===== config.mk =====
export PLATFORM = sky130hd
export DESIGN_NAME = jtframe_upload
export DESIGN_NICKNAME = d
export VERILOG_FILES = /design/src/rtl/jtframe_upload_pkg.sv /design/src/rtl/jtframe_upload_cache.sv /design/src/rtl/jtframe_upload.sv
export SDC_FILE = /design/constraint.sdc
export NUM_CORES = 1
export LEC_CHECK = 0
export ABC_AREA = 1
export CORE_AREA = 4 4 90 101
export CTS_BUF_LIST = sky130_fd_sc_hd__clkbuf_2 sky130_fd_sc_hd__clkbuf_4 sky130_fd_sc_hd__clkbuf_8
export DETAILED_ROUTE_END_ITERATION = 6
export DIE_AREA = 0 0 94 105
export PLACE_DENSITY = 0.81
export SYNTH_ARGS = -nofsm -noshare
export SYNTH_HDL_FRONTEND = slang
export SYNTH_HIERARCHICAL = 1
export SYNTH_SLANG_ARGS = --single-unit

===== constraint.sdc =====
create_clock -name clk_sys -period 2.5 [get_ports clk_sys]
set_clock_uncertainty 0.05 [all_clocks]
set_input_delay 0.75 -clock clk_sys [delete_from_list [all_inputs] [get_ports clk_sys]]
set_output_delay 0.75 -clock clk_sys [all_outputs]
set_load 0.005 [all_outputs]

===== src/rtl/jtframe_upload_pkg.sv =====
// Shared types and constants for the HPS upload reader.
// Holds the FSM encoding, the fill byte and the byte-lane selector.
package jtframe_upload_pkg;

    typedef enum logic [1:0] {
        IDLE,
        REQ,
        WAIT,
        RESP
    } state_t;

    localparam logic [7:0] FILL = 8'hFF;

    function automatic logic [7:0] byte_sel(input logic [15:0] w,
                                            input logic        hi);
        return hi ? w[15:8] : w[7:0];
    endfunction

endpackage


===== src/rtl/jtframe_upload_cache.sv =====
// One-word read cache: tag, valid bit, data word and byte-lane select.
// Invalidation takes priority over a load in the same cycle.
module jtframe_upload_cache
    import jtframe_upload_pkg::*;
#(
    parameter int AW = 22
) (
    input  logic          clk,
    input  logic          rst,
    input  logic          inv,
    input  logic          load,
    input  logic [AW-2:0] load_tag,
    input  logic [15:0]   load_data,
    input  logic [AW-2:0] look_tag,
    input  logic          sel_hi,
    output logic          hit,
    output logic [7:0]    dout
);

    logic [AW-2:0] tag;
    logic [15:0]   data;
    logic          valid;

    always_ff @(posedge clk or posedge rst) begin
        if (rst) begin
            tag   <= '0;
            data  <= '0;
            valid <= 1'b0;
        end else if (inv) begin
            valid <= 1'b0;
        end else if (load) begin
            tag   <= load_tag;
            data  <= load_data;
            valid <= 1'b1;
        end
    end

    assign hit  = valid && (tag == look_tag);
    assign dout = byte_sel(data, sel_hi);

endmodule


===== src/rtl/jtframe_upload.sv =====
// Byte-wide HPS upload port reading a 16-bit memory through a one-word
// cache, with a request watchdog and session abort handling.
module jtframe_upload
    import jtframe_upload_pkg::*;
#(
    parameter int          AW         = 22,
    parameter int unsigned UPLOAD_LEN = 22'h10000,
    parameter int          TOUT       = 255
) (
    input  logic          clk_sys,
    input  logic          rst,
    input  logic          ioctl_upload,
    input  logic          ioctl_rd,
    input  logic [AW-1:0] ioctl_addr,
    output logic [7:0]    ioctl_din,
    output logic          upload_rdy,
    output logic [AW-2:0] mem_addr,
    output logic          mem_req,
    input  logic          mem_ack,
    input  logic [15:0]   mem_dout,
    input  logic          mem_rdy,
    output logic          overrun,
    output logic          tout_err
);

    localparam int          WW  = $clog2(TOUT + 1);
    localparam logic [AW:0] LEN = (AW + 1)'(UPLOAD_LEN);

    state_t        state;
    logic [WW-1:0] wdog;
    logic          sel_hi;
    logic          fill;
    logic          sent;
    logic          upload_l;
    logic          in_range;
    logic          hit;
    logic [7:0]    cache_byte;
    logic          expire;
    logic          tout_evt;
    logic          rise;
    logic          cache_inv;
    logic          cache_load;

    assign in_range = {1'b0, ioctl_addr} < LEN;
    assign rise     = ioctl_upload && !upload_l;
    assign expire   = wdog == WW'(TOUT - 1);
    assign tout_evt = ioctl_upload && expire &&
                      ((state == REQ  && !mem_ack) ||
                       (state == WAIT && !mem_rdy));

    // Outside a session the cache is kept empty, so an abort and a new
    // session both start from an invalid cache.
    assign cache_inv  = !ioctl_upload || rise || tout_evt;
    assign cache_load = ioctl_upload && state == WAIT && mem_rdy;

    jtframe_upload_cache #(.AW(AW)) u_cache (
        .clk       (clk_sys),
        .rst       (rst),
        .inv       (cache_inv),
        .load      (cache_load),
        .load_tag  (mem_addr),
        .load_data (mem_dout),
        .look_tag  (ioctl_addr[AW-1:1]),
        .sel_hi    (sel_hi),
        .hit       (hit),
        .dout      (cache_byte)
    );

    always_ff @(posedge clk_sys or posedge rst) begin
        if (rst) begin
            state      <= IDLE;
            wdog       <= '0;
            sel_hi     <= 1'b0;
            fill       <= 1'b0;
            sent       <= 1'b0;
            upload_l   <= 1'b0;
            ioctl_din  <= '0;
            upload_rdy <= 1'b0;
            mem_addr   <= '0;
            mem_req    <= 1'b0;
            overrun    <= 1'b0;
            tout_err   <= 1'b0;
        end else begin
            upload_l   <= ioctl_upload;
            upload_rdy <= 1'b0;
            if (rise) begin
                overrun  <= 1'b0;
                tout_err <= 1'b0;
            end
            if (!ioctl_upload) begin
                state   <= IDLE;
                mem_req <= 1'b0;
                sent    <= 1'b0;
                wdog    <= '0;
            end else begin
                if (ioctl_rd && state != IDLE) overrun <= 1'b1;
                unique case (state)
                    IDLE: if (ioctl_rd) begin
                        sel_hi <= ioctl_addr[0];
                        wdog   <= '0;
                        fill   <= !in_range;
                        if (!in_range || hit) begin
                            state <= RESP;
                        end else begin
                            mem_req  <= 1'b1;
                            mem_addr <= ioctl_addr[AW-1:1];
                            state    <= REQ;
                        end
                    end
                    REQ: if (mem_ack) begin
                        mem_req <= 1'b0;
                        wdog    <= '0;
                        state   <= WAIT;
                    end else if (tout_evt) begin
                        tout_err <= 1'b1;
                        mem_req  <= 1'b0;
                        fill     <= 1'b1;
                        wdog     <= '0;
                        state    <= RESP;
                    end else begin
                        wdog <= wdog + 1'b1;
                    end
                    // Data wins over a watchdog expiry in the same cycle.
                    WAIT: if (mem_rdy) begin
                        ioctl_din  <= byte_sel(mem_dout, sel_hi);
                        upload_rdy <= 1'b1;
                        sent       <= 1'b1;
                        wdog       <= '0;
                        state      <= RESP;
                    end else if (tout_evt) begin
                        tout_err <= 1'b1;
                        fill     <= 1'b1;
                        wdog     <= '0;
                        state    <= RESP;
                    end else begin
                        wdog <= wdog + 1'b1;
                    end
                    RESP: begin
                        if (!sent) begin
                            upload_rdy <= 1'b1;
                            ioctl_din  <= fill ? FILL : cache_byte;
                        end
                        sent  <= 1'b0;
                        state <= IDLE;
                    end
                endcase
            end
        end
    end

endmodule


=== After elaboration in Yosys (flattened, before gate mapping) ===
Index checks and enable logic that the tools add are counted.
W data, S select, Z words.

* Register bits: 85
* Input bits: 44
* Output and inout port bits: 33
* Logic and storage cells: 115

* Add/subtract/negate cells: 1
* Magnitude comparators: 1
* Equal/unequal tests: 17
* Mux-type cells: 48
* Bitwise gates (word level): 2
* Reduce and logical (&&, ||, !) cells: 31

{| class="wikitable"
|+ Operators with widths
! operator !! number
|-
| $mux W8 || 10
|-
| $mux W1 || 24
|-
| $pmux W8 S3 || 1
|-
| $lt A22 B17 Y1 const B || 1
|-
| $eq A21 B21 Y1 || 1
|-
| $pmux W8 S2 || 1
|-
| $mux W2 || 6
|-
| $reduce_and A4 Y1 || 3
|-
| $ne A2 B2 Y1 const B || 5
|-
| $logic_and A1 B1 Y1 || 9
|-
| $ne A3 B3 Y1 const B || 3
|-
| $add A8 B1 Y8 const B || 1
|-
| $eq A8 B8 Y1 const B || 1
|-
| $pmux W1 S2 || 4
|-
| $pmux W2 S4 || 1
|-
| $ne A3 B1 Y1 const B || 2
|-
| $reduce_and A2 Y1 || 3
|-
| $reduce_bool A2 Y1 || 3
|-
| $logic_not A1 Y1 || 5
|-
| $reduce_and A5 Y1 || 1
|-
| $eq A2 B2 Y1 const B || 2
|-
| $logic_or A1 B1 Y1 || 4
|-
| $ne A4 B1 Y1 const B || 1
|-
| $ne A4 B4 Y1 const B || 1
|-
| 6 further kinds || 7
|}

=== Logic depth before layout (Yosys ltp) ===
* Depth after elaboration: 8
* Mapped depth: 16
* Depth with buffers taken out: 15

=== Hierarchy ===
The synthesis kept the hierarchy.

{| class="wikitable"
|+ By module, submodules not included
! module !! times used !! cells each !! area an instance (um^2) !! seq. area each (um^2)
|-
| jtframe_upload || 1 || 308 || 2,416.1 || 1,176.1
|-
| jtframe_upload_cache || 1 || 242 || 1,930.6 || 950.9
|}

=== Least setup slack after synthesis ===
No wires, ideal clock.

* Path type: input-to-reg
* Start point: input ioctl_upload
* End point: register u_cache.data[10]
* Library setup time: 125 ps
* Data arrival time: 1,973 ps
* Required time: 2,325 ps
* Path slack: 352 ps
* Stages: 9
* Buffers on the path: 3
* Path through: buf_6 -> nand2_1 -> nor2_2 -> nand3_1 -> nand3_1 -> or2_1 -> buf_6 -> buf_8 -> mux2_4

* Cells in the longest elaborated chain, start to end: 5
* Elaborated cells on any way between the ends: 10
* Those cells by class: bitwise: 1; reduce/logical: 9

{| class="wikitable"
|+ RTL lines
! element !! RTL line !! RTL
|-
| start: declaration || jtframe_upload.sv:12 || <nowiki>input logic ioctl_upload,</nowiki>
|-
| $logic_not A1 Y1, or another cell as far along || - ||
|-
| $logic_or A1 B1 Y1 / $logic_and A1 B1 Y1 (equally long branches) || jtframe_upload.sv:53, jtframe_upload.sv:47 ||
|-
| $logic_or A1 B1 Y1 * || jtframe_upload.sv:53 || <nowiki>assign cache_inv = !ioctl_upload || rise || tout_evt;</nowiki>
|-
| net cache_inv || jtframe_upload.sv:41 || <nowiki>logic cache_inv;</nowiki>
|-
| $not A1 Y1 (no line) * || - ||
|-
| $reduce_and A2 Y1 (no line) * || - ||
|-
| end signal: assignment || jtframe_upload_cache.sv:33 || <nowiki>data <= load_data;</nowiki>
|-
| end: declaration || jtframe_upload_cache.sv:21 || <nowiki>logic [15:0] data;</nowiki>
|}

Mark *: on every way through the listed nets, which the timed path passes. The rest lies on a longest branch.
A chain may end at the register's enable or synchronous reset.

=== Worst setup path in the final report ===
* Start point: input ioctl_upload
* End point: register u_cache.data[9]

The elaborated chain is that of the path after synthesis.

==> results.txt <==
----------------------------------------------------
[Critical path]
  Library cell contributing the largest single delay on the critical path ... sky130_fd_sc_hd__clkdlybuf4s50_1
  Cell chain of the critical path ... clkdlybuf4s50_1 -> buf_4 -> nand3_1 -> or2_2 -> buf_12 -> mux2_4
  Buffering stage count on the worst path with inverters included ... 3
  Arr. time, crit path ... 2.47 ns
  WS Path Type ... primary input to flip-flop
  Worst path top cell family by delay ... buffers and inverters
  Number of cells on the worst reg-to-reg path ... 9
  Crit path depth ... 6
  Worst setup EP type ... flip-flop
  Data required time of the critical path ... 2.70 ns
  Crit-path max FO ... 15
  Type of element launching the critical path ... primary input
  Reg2reg start ... state[1]$_DFFE_PP0P_
  Slowest cell delay on critical path ... 0.55 ns
  Worst setup path startpoint ... ioctl_upload

[Global routing]
  Pin count of the biggest net entering global routing ... 48
  Antenna violations before repair ... 0
  Remaining Overflow, GRT ... 0
  Vias in the first global route ... 3750
  Global-route wire length before repair ... 17800 µm
  Total track usage ... 22.8%

[Floorplan]
  Height of the chip ... 105 µm
  Effective utilization at floorplan ... 53.4%
  Horizontal die dimension ... 94 µm
  Area of the die ... 0.00987 mm²
  Core region area ... 0.00815 mm²
  Placement row count ... 35
  Top-Level Pins ... 77

[Routing]
  Number of nets still failing antenna checks after routing ... 0
  DR vias/cell ... 4.98
  Final routed wirelength across all metal layers ... 10500 µm
  Initial detailed-routing violation count ... 183
  Routed WL per cell ... 13.8 µm
  First-pass iteration count of the detailed router ... 5
  Via total after detailed routing ... 3801
  DRC errors left ... 0

[Placed design]
  Routability congestion estimate from global placement ... 0.876
  Quantity of I/O buffers inserted on ports ... 76
  Number of instances in the placed design ... 748
  Estimated wirelength of the detail-placed design ... 7730 µm

[CTS]
  Number of sinks on the clock net ... 85
  Clock Pin Slew Worst Setup and Hold Paths ... 0.09 ns
  Max Buffers Root-to-Sink ... 2
  Clock root buffer ... sky130_fd_sc_hd__clkbuf_8
  H-tree lvl count ... 3
  Quantity of gates resized following cts ... 0
  TritonCTS clock tree ... yes
  Post-CTS setup buffer count ... 0
  Worst-skew pair later-pin latency ... 0.36 ns
  Hold Buf Count CTS ... 0
  Number of clock buffers inserted by TritonCTS ... 9

[Power and ir drop]
  VDD IR-drop max ... 0.000330 V
  Part of the total power dissipated in the clock network ... 20.0%
  Net switching power of the design ... 1.75 mW
  Reg power frac ... 42.1%
  Sw Share ... 36.5%
  Power density relative to cell area ... 857 mW/mm²
  Leakage ... 2.90 nW
  Proportion of power drawn by combinational gates ... 37.9%
  Internal power ... 3.03 mW

[STA]
  Fraction of the cycle the final worst path needs ... 91.1%
  Setup repair after global routing missed its margin ... no
  Total of endpoints with negative setup slack in the final report ... 0
  Max Clk Rate ... 439 MHz
  Min Tclk post-route ... 2.28 ns
  Hold Slack ... 0.441 ns
  Worst slew pin tran ... 0.506 ns
  Final hold vios ... 0
  Total count of max-transition violations in the final report ... 0
  Max-slew headroom at the worst pin ... 66.1%

[Cells and area]
  Post-Layout Cell Count ... 764
  Commonest non-fill, non-tap cell in the layout ... sky130_fd_sc_hd__nand2_1
  Final layout net count ... 698
  Leading cell types in the layout, fill and taps excluded ... sky130_fd_sc_hd__nand2_1 (169), sky130_fd_sc_hd__dfrtp_1 (85), sky130_fd_sc_hd__clkdlybuf4s50_1 (76)
  Sequential Area ... 0.00213 mm²
  Fraction of layout instances using a drive strength above 1 ... 10.7%
  Layout area overhead ... 28.2%
  Area occupied by multi-input gates ... 0.00181 mm²
  Diodes inserted ... 0
  Number of fill cells in the layout ... 678

[Run status]
  Status ... complete, no violations

[Flow run]
  Count of maximum capacitance violations ... 0

[Synthesis]
  Leading post-synthesis cells by cell area ... sky130_fd_sc_hd__dfrtp_1 (49%), sky130_fd_sc_hd__nand2_1 (15%), sky130_fd_sc_hd__inv_1 (6.5%), sky130_fd_sc_hd__nor2_1 (6.2%), sky130_fd_sc_hd__a21oi_1 (4.4%)
  Post-synthesis register bit count ... 85
  Number of distinct library cell variants in the gate-level netlist after synthesis ... 38
  Net count of the mapped netlist ... 600
  Dominant cell type by area after synthesis ... sky130_fd_sc_hd__dfrtp_1
  Seq/Total Area, Yosys ... 48.9%
  Top-area cell type share of the netlist area ... 48.9%
  Warnings from Yosys ... 6
  Synthesized instance count ... 550
  Mean cell area of the mapped netlist ... 7.90 µm²
  Mapped Area ... 0.00435 mm²

[Min path]
  Min-Delay Startpoint ... ioctl_din[6]$_DFFE_PP0P_
  Worst hold path class ... flip-flop to flip-flop
  Worst hold path depth ... 2

----------------------------------------------------
-- flip-flops by register name, summed over array words and instances, names as in the netlist --
name and cells:
tout_err 1, fill 1, u_cache/tag 21, upload_rdy 1
upload_l 1, mem_req 1, overrun 1, state 2
u_cache/valid 1, wdog 8, ioctl_din 8, mem_addr 21
sel_hi 1, sent 1, u_cache/data 16
-- worst register-to-register path, cell delays in order (launching register included) --
cell	delay, ns
sky130_fd_sc_hd__dfrtp_1	0.45
sky130_fd_sc_hd__inv_1	0.09
sky130_fd_sc_hd__ha_1	0.25
sky130_fd_sc_hd__nand2_1	0.12
sky130_fd_sc_hd__nand2_1	0.08
sky130_fd_sc_hd__nand3_1	0.09
sky130_fd_sc_hd__nand3_1	0.10
sky130_fd_sc_hd__or2_2	0.37
sky130_fd_sc_hd__buf_12	0.17
sky130_fd_sc_hd__mux2_4	0.30
-- power by group through the flow --
stage / clock network, mW / logic [mW] / registers [mW]
floorplan: 0 / 1.14 / 1.99
global placement: 0 / 1.74 / 2.02
detailed placement: 0 / 1.80 / 2.03
CTS: 0.972 / 1.82 / 2.01
global route: 1.03 / 2.04 / 2.06
finish: 0.957 / 1.81 / 2.01
-- layer usage --
layer  part of all wire (%)  track usage (%)  vias up
met3                    5.8             3.89       16
li1                       -                -     1910
met2                     49             36.4      115
met4                    1.8             8.15        0
met1                     44             31.0     1760
met5                      0                0        -
-- synth_stat cells --
master                     number
sky130_fd_sc_hd__inv_1         75
sky130_fd_sc_hd__a21oi_1       38
sky130_fd_sc_hd__nand2_2        2
sky130_fd_sc_hd__o21a_1         2
sky130_fd_sc_hd__buf_6          5
sky130_fd_sc_hd__a211oi_1       1
sky130_fd_sc_hd__nor2_2         2
sky130_fd_sc_hd__o21bai_1       1
sky130_fd_sc_hd__o32ai_1        1
sky130_fd_sc_hd__nor2_1        72
sky130_fd_sc_hd__buf_4          2
sky130_fd_sc_hd__a21oi_2        1
sky130_fd_sc_hd__xor2_1         1
sky130_fd_sc_hd__inv_2          3
sky130_fd_sc_hd__nor3_1         2
sky130_fd_sc_hd__nand3_1       16
sky130_fd_sc_hd__o211ai_4       1
sky130_fd_sc_hd__nor2_4         1
sky130_fd_sc_hd__mux2_2         4
sky130_fd_sc_hd__o31ai_1        6
sky130_fd_sc_hd__o21ai_2        1
sky130_fd_sc_hd__dfrtp_1       85
sky130_fd_sc_hd__nand2_1      169
sky130_fd_sc_hd__or2_1          1
sky130_fd_sc_hd__clkinv_1       1
sky130_fd_sc_hd__buf_8          1
sky130_fd_sc_hd__nand4_1        4
sky130_fd_sc_hd__o21ai_1        1
sky130_fd_sc_hd__nand2_4        1
sky130_fd_sc_hd__clkbuf_1       5
sky130_fd_sc_hd__o31ai_2        2
sky130_fd_sc_hd__mux2_4         8
sky130_fd_sc_hd__o21ai_0       23
sky130_fd_sc_hd__a22oi_1        1
sky130_fd_sc_hd__nand3b_1       1
sky130_fd_sc_hd__o22ai_1        2
sky130_fd_sc_hd__ha_1           6
sky130_fd_sc_hd__buf_2          2
-- kinds of logic after synthesis --
group / count (synthesis) / share of synthesized area (%)
AND/OR/NAND/NOR: 271 / 24.9
flip-flops: 85 / 48.9
AO/OA/AOI/OAI: 81 / 11.0
adder cells (fa/ha/maj): 6 / 1.73
buffers and inverters: 94 / 9.47
XOR/XNOR: 1 / 0.202
multiplexers: 12 / 3.80
-- metrics by stage --
| step | power (mW) | setup TNS [ns] | utilization, % | cell area, µm² | worst slack, ns |
|---|---|---|---|---|---|
| 3_5_place_dp | 3.83 | -6.64 | 66.0 | 5380 | -0.164 |
| 6_report | 4.78 | 0 | 68.4 | 5570 | 0.223 |
| 3_3_place_gp | 3.75 | -5.34 | 66.0 | 5380 | -0.133 |
| 5_1_grt | 5.14 | 0 | 68.4 | 5570 | 0.00611 |
| 2_1_floorplan | 3.13 | 0 | - | 4350 | 0.352 |
| 4_1_cts | 4.80 | 0 | 68.4 | 5570 | 0.222 |
-- area by class of cell --
| type | instances | share of cell area (%) |
|---|---|---|
| multi-input combinational | 371 | 32.4 |
| clock buffer | 11 | 2.72 |
| inverter | 79 | 5.32 |
| clock inverter | 5 | 0.786 |
| tap | 111 | 2.49 |
| timing repair buffer | 102 | 18.1 |
| sequential | 85 | 38.2 |
-- path summary, 6_finish.rpt --
path	endpoint	slack, ns
max in group asynchronous	u_cache/tag[15]$_DFFE_PP0P_	1.23
min in group asynchronous	mem_addr[0]$_DFFE_PP0P_	0.72
worst max register to register	u_cache/data[9]$_DFFE_PP0P_	0.32
worst min register to register	ioctl_din[6]$_DFFE_PP0P_	0.44
worst max-delay path	u_cache/data[9]$_DFFE_PP0P_	0.22
worst min-delay path	ioctl_din[6]$_DFFE_PP0P_	0.44
Power figures use the tool's default switching activity.
